<file path="config.mk">
export PLATFORM = sky130hd
export DESIGN_NAME = uart_rx
export DESIGN_NICKNAME = d
export VERILOG_FILES = /design/src/rtl/uart_rx.sv
export SDC_FILE = /design/constraint.sdc
export NUM_CORES = 1
export LEC_CHECK = 0
export BUFFER_PORTS_ARGS = -buffer_cell sky130_fd_sc_hd__buf_2
export CORE_ASPECT_RATIO = 1.2
export CORE_MARGIN = 5
export CORE_UTILIZATION = 51
export DETAILED_ROUTE_END_ITERATION = 8
export PLACE_DENSITY = 0.77
export SYNTH_ARGS = -nofsm -noshare
export SYNTH_HDL_FRONTEND = slang
export SYNTH_SLANG_ARGS = --single-unit
</file>
<file path="constraint.sdc">
create_clock -name clk -period 1.8 [get_ports clk]
set_input_delay 0.18 -clock clk [delete_from_list [all_inputs] [get_ports clk]]
set_output_delay 0.18 -clock clk [all_outputs]
set_load 0.01 [all_outputs]
</file>
<file path="src/rtl/uart_rx.sv">
// Oversampling UART receiver: 4 sample ticks per bit, derived from the rising edges of uart_clk.
// Each bit is sampled 2 ticks after start detection; each good frame yields a one-cycle valid pulse.
module uart_rx #(
   parameter int DATA_BITS = 8
) (
   input  logic                 clk,
   input  logic                 res,
   input  logic                 uart_clk,
   input  logic                 rx,
   output logic [DATA_BITS-1:0] data,
   output logic                 valid,
   output logic                 frame_err,
   output logic                 busy
);

   localparam int IW = $clog2(DATA_BITS);

   typedef enum logic [2:0] {
      S_IDLE,
      S_START,
      S_DATA,
      S_STOP,
      S_BREAK
   } state_t;

   state_t               state, state_n;
   logic                 uc_q;
   logic                 rx_p0, rx_s;
   logic [1:0]           sc, sc_n;
   logic [IW-1:0]        bit_idx, bit_idx_n;
   logic [DATA_BITS-1:0] shreg, shreg_n;
   logic [DATA_BITS-1:0] data_n;
   logic                 valid_n, frame_err_n;
   logic                 tick;

   assign tick = uart_clk & ~uc_q;
   assign busy = (state != S_IDLE);

   always_ff @(posedge clk) begin
      if (res) begin
         state     <= S_IDLE;
         uc_q      <= 1'b0;
         rx_p0     <= 1'b1;
         rx_s      <= 1'b1;
         sc        <= 2'd0;
         bit_idx   <= '0;
         shreg     <= '0;
         data      <= '0;
         valid     <= 1'b0;
         frame_err <= 1'b0;
      end else begin
         state     <= state_n;
         uc_q      <= uart_clk;
         rx_p0     <= rx;
         rx_s      <= rx_p0;
         sc        <= sc_n;
         bit_idx   <= bit_idx_n;
         shreg     <= shreg_n;
         data      <= data_n;
         valid     <= valid_n;
         frame_err <= frame_err_n;
      end
   end

   always_comb begin
      state_n     = state;
      sc_n        = sc;
      bit_idx_n   = bit_idx;
      shreg_n     = shreg;
      data_n      = data;
      valid_n     = 1'b0;
      frame_err_n = 1'b0;

      if (tick && state != S_IDLE)
         sc_n = sc + 2'd1;

      case (state)
         S_IDLE: begin
            if (tick && !rx_s) begin
               state_n   = S_START;
               sc_n      = 2'd1;
               bit_idx_n = '0;
            end
         end
         S_START: begin
            // A start bit that is high again at mid-bit was only a glitch
            if (tick && sc == 2'd2 && rx_s)
               state_n = S_IDLE;
            else if (tick && sc == 2'd3)
               state_n = S_DATA;
         end
         S_DATA: begin
            if (tick && sc == 2'd2) begin
               for (int i = 0; i < DATA_BITS; i++)
                  if (bit_idx == IW'(i))
                     shreg_n[i] = rx_s;
            end
            if (tick && sc == 2'd3) begin
               if (bit_idx == IW'(DATA_BITS - 1))
                  state_n = S_STOP;
               else
                  bit_idx_n = bit_idx + IW'(1);
            end
         end
         S_STOP: begin
            // Leaving mid-stop-bit lets a directly following start edge be caught
            if (tick && sc == 2'd2) begin
               if (rx_s) begin
                  data_n  = shreg;
                  valid_n = 1'b1;
                  state_n = S_IDLE;
               end else begin
                  frame_err_n = 1'b1;
                  state_n     = S_BREAK;
               end
            end
         end
         S_BREAK: begin
            if (rx_s)
               state_n = S_IDLE;
         end
         default: state_n = S_IDLE;
      endcase
   end

endmodule

</file>
# Yosys cells after proc, flatten, opt, wreduce, memory -nomap -nowiden

Cells that the tools add are included.

Reductions and logical operators: 22
Bitwise gates (word level): 4
Add/subtract/negate cells: 2
Muxes and demuxes: 18
Equal/unequal tests: 20

Operators with widths:

| operator                                                               | number |
|---|---|
| 3-bit two-way mux                                                      | 11 |
| 3-bit AND reduction                                                    | 9 |
| 3-bit equality test (second input constant)                            | 5 |
| 3-bit one-hot mux with 5 select lines                                  | 1 |
| 3-bit by 2-bit equality test with 1-bit output (second input constant) | 4 |
| 2-bit inequality test (second input constant)                          | 6 |
| 3-bit by 1-bit equality test with 1-bit output (second input constant) | 2 |
| 3-bit zero test                                                        | 2 |
| 2-bit two-way mux                                                      | 3 |
| 3-bit one-hot mux with 2 select lines                                  | 1 |
| 6-bit AND reduction                                                    | 1 |
| 1-bit logical AND                                                      | 5 |
| 2-bit equality test (second input constant)                            | 2 |
| 4-bit AND reduction                                                    | 1 |
| 3-bit by 1-bit adder with 3-bit output (second input constant)         | 1 |
| 3-bit inequality test (second input constant)                          | 1 |
| 1-bit inverter                                                         | 3 |
| 3-bit nonzero test                                                     | 1 |
| 3-bit OR reduction                                                     | 1 |
| 2-bit by 1-bit adder with 2-bit output (second input constant)         | 1 |
| 1-bit two-way mux                                                      | 2 |
| 2-bit nonzero test                                                     | 1 |
| 1-bit bitwise AND                                                      | 1 |
| 1-bit zero test                                                        | 1 |

Output and inout port bits: 11
Flip-flop bits (word level): 29
Word-level logic and storage cells: 83
Input port bits: 4

# Longest topological paths before layout

Gate-level depths: netlist of run 1.

Word-level depth: 6
Gate-level depth with buffers: 6
Depth with buffers taken out: 5

# Least setup slack after synthesis of run 1

OpenSTA, ideal clock, no wires.

Kind: flip-flop to flip-flop
From: reg bit_idx[0]
To: reg bit_idx[0]
Stages on the path, launching flop included: 6
Library setup time: 0.123 ns
Data required time: 1.677 ns
Path buffers: 0
Data arrival time: 1.623 ns
Slack: 0.054 ns
Clock period less this slack: 1.746 ns
Cell sequence: dfxtp_1 ha_1 ha_1 nand3b_1 a2111o_1 mux2_1

Cells in the longest elaborated chain, start to end: 4
Elaborated cells between the ends (all ways): 7
Those cells by class: add/sub: 1; eq/ne: 2; mux: 3; reduce/logical: 1

RTL lines:

| item                                   | RTL line | text |
|---|---|---|
| start, declared                        | 30       | `logic [IW-1:0] bit_idx, bit_idx_n;` |
| start signal, assigned                 | 57       | `bit_idx <= bit_idx_n;` |
| 3-bit by 1-bit adder with 3-bit output | 102      | `bit_idx_n = bit_idx + IW'(1);` |
| 3-bit two-way mux                      | 99       | `if (bit_idx == IW'(DATA_BITS - 1))` |
| 3-bit two-way mux                      | 98       | `if (tick && sc == 2'd3) begin` |
| 3-bit one-hot mux with 2 select lines  | 77       | `case (state)` |

Parallel ways exist; a longest one is shown, timed or not. The select of a mux whose other input is x is not followed.
A chain may end at the register's enable or synchronous reset.

# Worst setup path after layout of run 1

Same ends and word-level chain as after synthesis.

==> out/results.ini, run 1 <==
[global_route]
grt_pass1_vias=1117
grt_overflow=0
grt_pass1_wl_mm=4.86
grt_usage_pct=16.1
grt_max_degree=39
antenna_found_initial=0

[power_and_ir_drop]
power.share.clock_pct=35.0
power.switching_uw=260
pwr-share-seq_pct=60.6
internal_power_uw=815
power_density_nw_per_um2=647
switching_share_pct=24.2
comb_power_share_pct=4.4
leakagePower_uw=0.000667
peakVddDrop_mv=0.392

[yosys]
async_flop_share_pct=0
ys_warn_count=0
synth_area_sq_um=1470
synth_nets=168
yosysSeqAreaShare_pct=39.5
ys.flop_type=dfxtp_1
syn_avg_cell_area_sq_um=9.42
syn_inst=156
yosysUniqueCellTypes=39
synth_edf_count=0
ys_ff_latch=29

[clocking]
cts.path.max_buffers=2
clk_pin_slew_ns=0.09
cts_tree=built
cts-buffers-inserted=5
cts_max_level=2
clkSinkCount=29
cts-root-buf=clkbuf_4
clock_latency_ns=0.33

[detailed_routing]
vias=1131
met2WireLength_mm=1.41
met1_length_mm=1.21
drt_wl_total_mm=2.80
drt_iter0_markers=30
vias_per_cell=5.41
ant_nets=0
first_pass_iters=4
avgRoutedWirePerCell_microns=13.4
drcViolationCount=0
routed.top_layer=met4
wl_met3_microns=108

[worst_setup_path]
crit_type=reg2reg
endpoint_kind=register
cp-start-kind=register
worstPathArrival_ns=1.97
worstPathRequired_ns=2.02
cp_max_fo=3
regToRegStartpoint=bit_idx[0]
crit_start=bit_idx[0]

[min_path]
min_path_type=in2reg
min_from=rx

[cells_and_area]
post-route-util_pct=59.7
area_delta_synth_final_pct=13.0
regArea_sq_um=583
diodes=0
fillers=252
multi_input_area_sq_um=840
fin_cells=209
final_area_sq_um=1660
drive_gt1_share_pct=24.6
nNetsFinal=186

[die]
fp.dieArea_sq_um=4060
core_region_area_sq_um=2790
io_pins=15
initial_core_util_pct=52.8
fp.dieH_microns=68.8
fp-row-count=21
fp.dieW_microns=59.0

[status]
status=finished, final reports clean

[timing]
max_freq_ghz=0.572
setup_tns_ns=0
rsz0062_at_grt=yes
relSlewSlack_pct=63.6
drv_slew=0
finalHoldViolCount=0
clock_skew_ns=0.00977
setup_violations=0
worst_pin_slew_ns=0.546
fin_crit_sh_pct=97.2
min_period_ns=1.75

[place]
place.gp.congestion=0.869
dpl.cell_count=201
dp_hpwl_mm=1.96
place_area_sq_um=1580
numPortBuffers=14

[job]
cap_violations=0

## placed cells by master, fill, tap and decap left out, types with 2 or more instances in the layout
cell type  count
buf_4          5
mux2_4         3
buf_2         14
a31o_2         3
o21a_1         2
clkinv_2       2
nor2b_1        6
a2111oi_0      2
ha_1           6
nand3_1        2
inv_2          2
nor2_1        10
nand4_1        3
nand2b_1      19
nand2_1        5
dfxtp_2        2
inv_1          8
nand4bb_1      3
dfxtp_1       27
mux2i_1       10
a31oi_1        2
or2_2          2
clkbuf_4       5
or3_1          5
o21ai_0        3
a21oi_1        7
## path summary, 6_finish.rpt
path              slack, ns  depth (start not counted)    endpoint
setup reg to reg       0.05                          5  bit_idx[0]
setup / recovery       0.05                          5  bit_idx[0]
hold / removal         0.03                          2       rx_p0
hold reg to reg        0.42                          1        rx_s
## sequential cells by signal (all words and copies together) (netlist names)
name	count
rx_s	1
valid	1
uc_q	1
frame_err	1
state	3
rx_p0	1
bit_idx	3
data	8
sc	2
shreg	8
## cell type report
type | count | area share [%]
clock buffers | 6 | 2.48
clock inverters | 2 | 0.602
inverters | 10 | 2.26
multi-input cells | 109 | 50.5
flip-flops and latches | 29 | 35.1
well taps | 34 | 2.56
repair buffers | 19 | 6.48
## power groups by stage
stage	Combinational, uW	Sequential [uW]	Clock (uW)
detailed placement	46.9	666	0
global placement	45.5	666	0
global route	53.5	652	417
finish	47.7	651	376
floorplan	37.2	664	0
CTS	47.3	651	385
## cell usage after synthesis (2+ instances only)
cell | number | area, sq um
a2111oi_0 | 2 | 17.5
a21oi_1 | 7 | 35.0
a31o_2 | 3 | 26.3
a31oi_1 | 2 | 12.5
clkbuf_1 | 5 | 18.8
dfxtp_1 | 29 | 581
ha_1 | 8 | 100
inv_1 | 8 | 30.0
inv_2 | 2 | 7.51
mux2_1 | 3 | 33.8
mux2i_1 | 10 | 100
nand2_1 | 5 | 18.8
nand2b_1 | 19 | 119
nand3_1 | 2 | 10.0
nand4_1 | 3 | 18.8
nand4bb_1 | 3 | 33.8
nor2_1 | 10 | 37.5
nor2b_1 | 6 | 37.5
o21a_1 | 2 | 15.0
o21ai_0 | 3 | 15.0
or2_2 | 2 | 12.5
or3_1 | 5 | 31.3
## per-stage QoR
stage          hold slack [ns]  power, uW  setup slack [ns]
6_report                0.0330       1080            0.0507
5_1_grt                 0.0164       1120          -0.00276
4_1_cts                 0.0231       1080            0.0264
3_5_place_dp             0.368        713         -0.000910
3_3_place_gp             0.366        711            0.0674
2_1_floorplan            0.284        702            0.0537
## kinds of logic after synthesis
kind of cell | Yosys count | synth area share, %
flops | 29 | 39.5
buf+inv | 18 | 5.45
compound gates | 24 | 11.3
fa+ha+maj | 8 | 6.81
mux | 13 | 9.11
simple gates | 64 | 27.8
## layer usage
metal	up-vias	track usage, %
met3	10	4.47
li1	581	-
met1	516	18.6
met4	0	7.93
met5	-	0
met2	24	27.2
## critical path, stage by stage, from the launching register on
cell,delay (ns)
dfxtp_2,0.35
ha_4,0.16
ha_2,0.16
nand3b_1,0.15
a2111o_1,0.50
mux2_4,0.32
## repair_timing
action                     CTS  global route
pin swaps                    1             1
setup endpoints to repair    3             4
resized for setup            0             9
setup buffers                0             0
hold buffers                 0             0
(Power assumes the default switching activity.)
==> run 2: changes to the inputs <==
--- a/config.mk
+++ b/config.mk
@@ -10,7 +10,7 @@
 export CORE_MARGIN = 5
 export CORE_UTILIZATION = 51
 export DETAILED_ROUTE_END_ITERATION = 8
-export PLACE_DENSITY = 0.77
+export PLACE_DENSITY_LB_ADDON = 0.25
 export SYNTH_ARGS = -nofsm -noshare
 export SYNTH_HDL_FRONTEND = slang
 export SYNTH_SLANG_ARGS = --single-unit
==> run 2 against run 1 <==
Non-clock buffer count increased by 5. Total power grew 2.1%. Via count up 4.2%. Global-route usage is 0.14 points higher. Register-to-register slack improved by 0.02 ns. Routed wire length rose by 5.6%. Sequential share of layout area shrank 0.78 points. Critical endpoint is now bit_idx[1]. Largest power group unchanged.
==> out/results.ini, run 2 (synthesis results as in run 1) <==
[clocking]
ctsHoldBuffers=0
cts_max_level=2
cts-root-buf=clkbuf_4
cts-buffers-inserted=5
cts.path.max_buffers=2
clkSinkCount=29
clk_pin_slew_ns=0.09
clock_latency_ns=0.34
cts_tree=built

[timing]
setup_violations=0
fin_crit_sh_pct=96.0
max_freq_ghz=0.578
worst_pin_slew_ns=0.485
clock_skew_ns=0.00760
relSlewSlack_pct=67.6
min_period_ns=1.73
rsz0062_at_grt=no
setup_tns_ns=0
fin_hold_ws_ns=0.0174
drv_slew=0
finalHoldViolCount=0

[cells_and_area]
top_regs=data (8), shreg (8)
diodes=0
fin_cells=213
mostFrequentLayoutCells=dfxtp_1 (27), nand2b_1 (19), buf_2 (14)
nNetsFinal=191
drive_gt1_share_pct=25.7
area_delta_synth_final_pct=15.6
final_common_cell=dfxtp_1
post-route-util_pct=61.0

[global_route]
grt_pass1_vias=1064
grt_overflow=0
grt_usage_pct=16.2
grt_max_degree=28
antenna_found_initial=0
grt_pass1_wl_mm=4.80

[worst_setup_path]
cp_max_fo=3
critPathBufInv=0
path_delay_family=compound AO/OA/AOI/OAI gates
critPathMaxStageDelay_ns=0.49
path_cells=ha_4 -> ha_2 -> nand3b_1 -> a2111o_1 -> mux2_4
critPathSlowestCell=a2111o_1
worstPathArrival_ns=1.95
endpoint_kind=register
crit_type=reg2reg
worstPathRequired_ns=2.02
cp-start-kind=register

[power_and_ir_drop]
power.share.clock_pct=36.1
power.switching_uw=246
internal_power_uw=851
leakagePower_uw=0.000691
pwr-share-seq_pct=59.3
power_uw=1100
peakVddDrop_mv=0.422
switching_share_pct=22.4
comb_power_share_pct=4.6
power_density_nw_per_um2=646

[die]
io_pins=15
initial_core_util_pct=52.8
fp.dieW_microns=59.0
fp-row-count=21
core_region_area_sq_um=2790
fp.dieH_microns=68.8
fp.dieArea_sq_um=4060

[place]
numPortBuffers=14
place.gp.congestion=0.791
dp_hpwl_mm=2.14
dpl.cell_count=203

[detailed_routing]
ant_nets=0
first_pass_iters=4
drcViolationCount=0
drt_wl_total_mm=2.95
vias_per_cell=5.54
avgRoutedWirePerCell_microns=13.9
vias=1179
drt_iter0_markers=69

[min_path]
min_path_type=in2reg

[status]
status=finished, final reports clean

[job]
cap_violations=0

run 2: cell count changes in the layout (fill, tap and decap cells not counted), sizes merged:
cell,previous run,this run
clkbuf,6,7
clkinv,2,0
buf,19,24
run 2: layout make-up:
type                            instances  area, sq um
Clock buffer                            7         55.1
Fill cell                             249         1090
Inverter                               10         37.5
Multi-Input combinational cell        109          836
Sequential cell                        29          583
Tap cell                               34         42.5
Timing Repair Buffer                   24          145
run 2: metal layers:
| layer | up-vias | part of all wire, % | track usage (%) |
|---|---|---|---|
| met5 | - | 0 | 0 |
| met2 | 21 | 50 | 26.4 |
| met1 | 558 | 43 | 18.4 |
| met3 | 10 | 3.9 | 3.35 |
| met4 | 0 | 3.6 | 12.7 |
| li1 | 590 | - | - |
run 2: worst paths after layout:
| check | start | to | slack (ns) | depth (start not counted) |
|---|---|---|---|---|
| max reg2reg | bit_idx[1] | bit_idx[1] | 0.07 | 5 |
| min reg2reg | rx_p0 | rx_s | 0.42 | 1 |
| max | bit_idx[1] | bit_idx[1] | 0.07 | 5 |
| min | rx | rx_p0 | 0.02 | 2 |
run 2: timing repair:
item / 4_1_cts / 5_1_grt
pin swaps: 1 / 1
gates cloned: 0 / 0
setup endpoints to repair: 1 / 3
gates resized for setup: 0 / 8
setup buffers: 0 / 3
run 2: per-stage QoR:
stage | setup WS [ns] | area (sq um)
final | 0.0712 | 1700
after global placement | 0.0755 | 1590
after global routing | 0.00683 | 1700
after CTS | 0.0414 | 1650
after detailed placement | 0.0111 | 1590
after floorplan | 0.0537 | 1470
run 2: power groups by stage:
stage | combinational (uW) | sequential, uW | clock (uW)
2_1_floorplan | 37.2 | 664 | 0
3_3_place_gp | 47.8 | 665 | 0
3_5_place_dp | 49.8 | 666 | 0
4_1_cts | 49.8 | 651 | 411
5_1_grt | 55.4 | 652 | 439
6_report | 50.3 | 651 | 396
run 2: worst register-to-register path, delay by kind of cell, from the launching register on:
kind	cells	cell delay, ns
compound gates	1	0.49
flops	1	0.34
fa+ha+maj	2	0.33
mux	1	0.32
simple gates	1	0.14
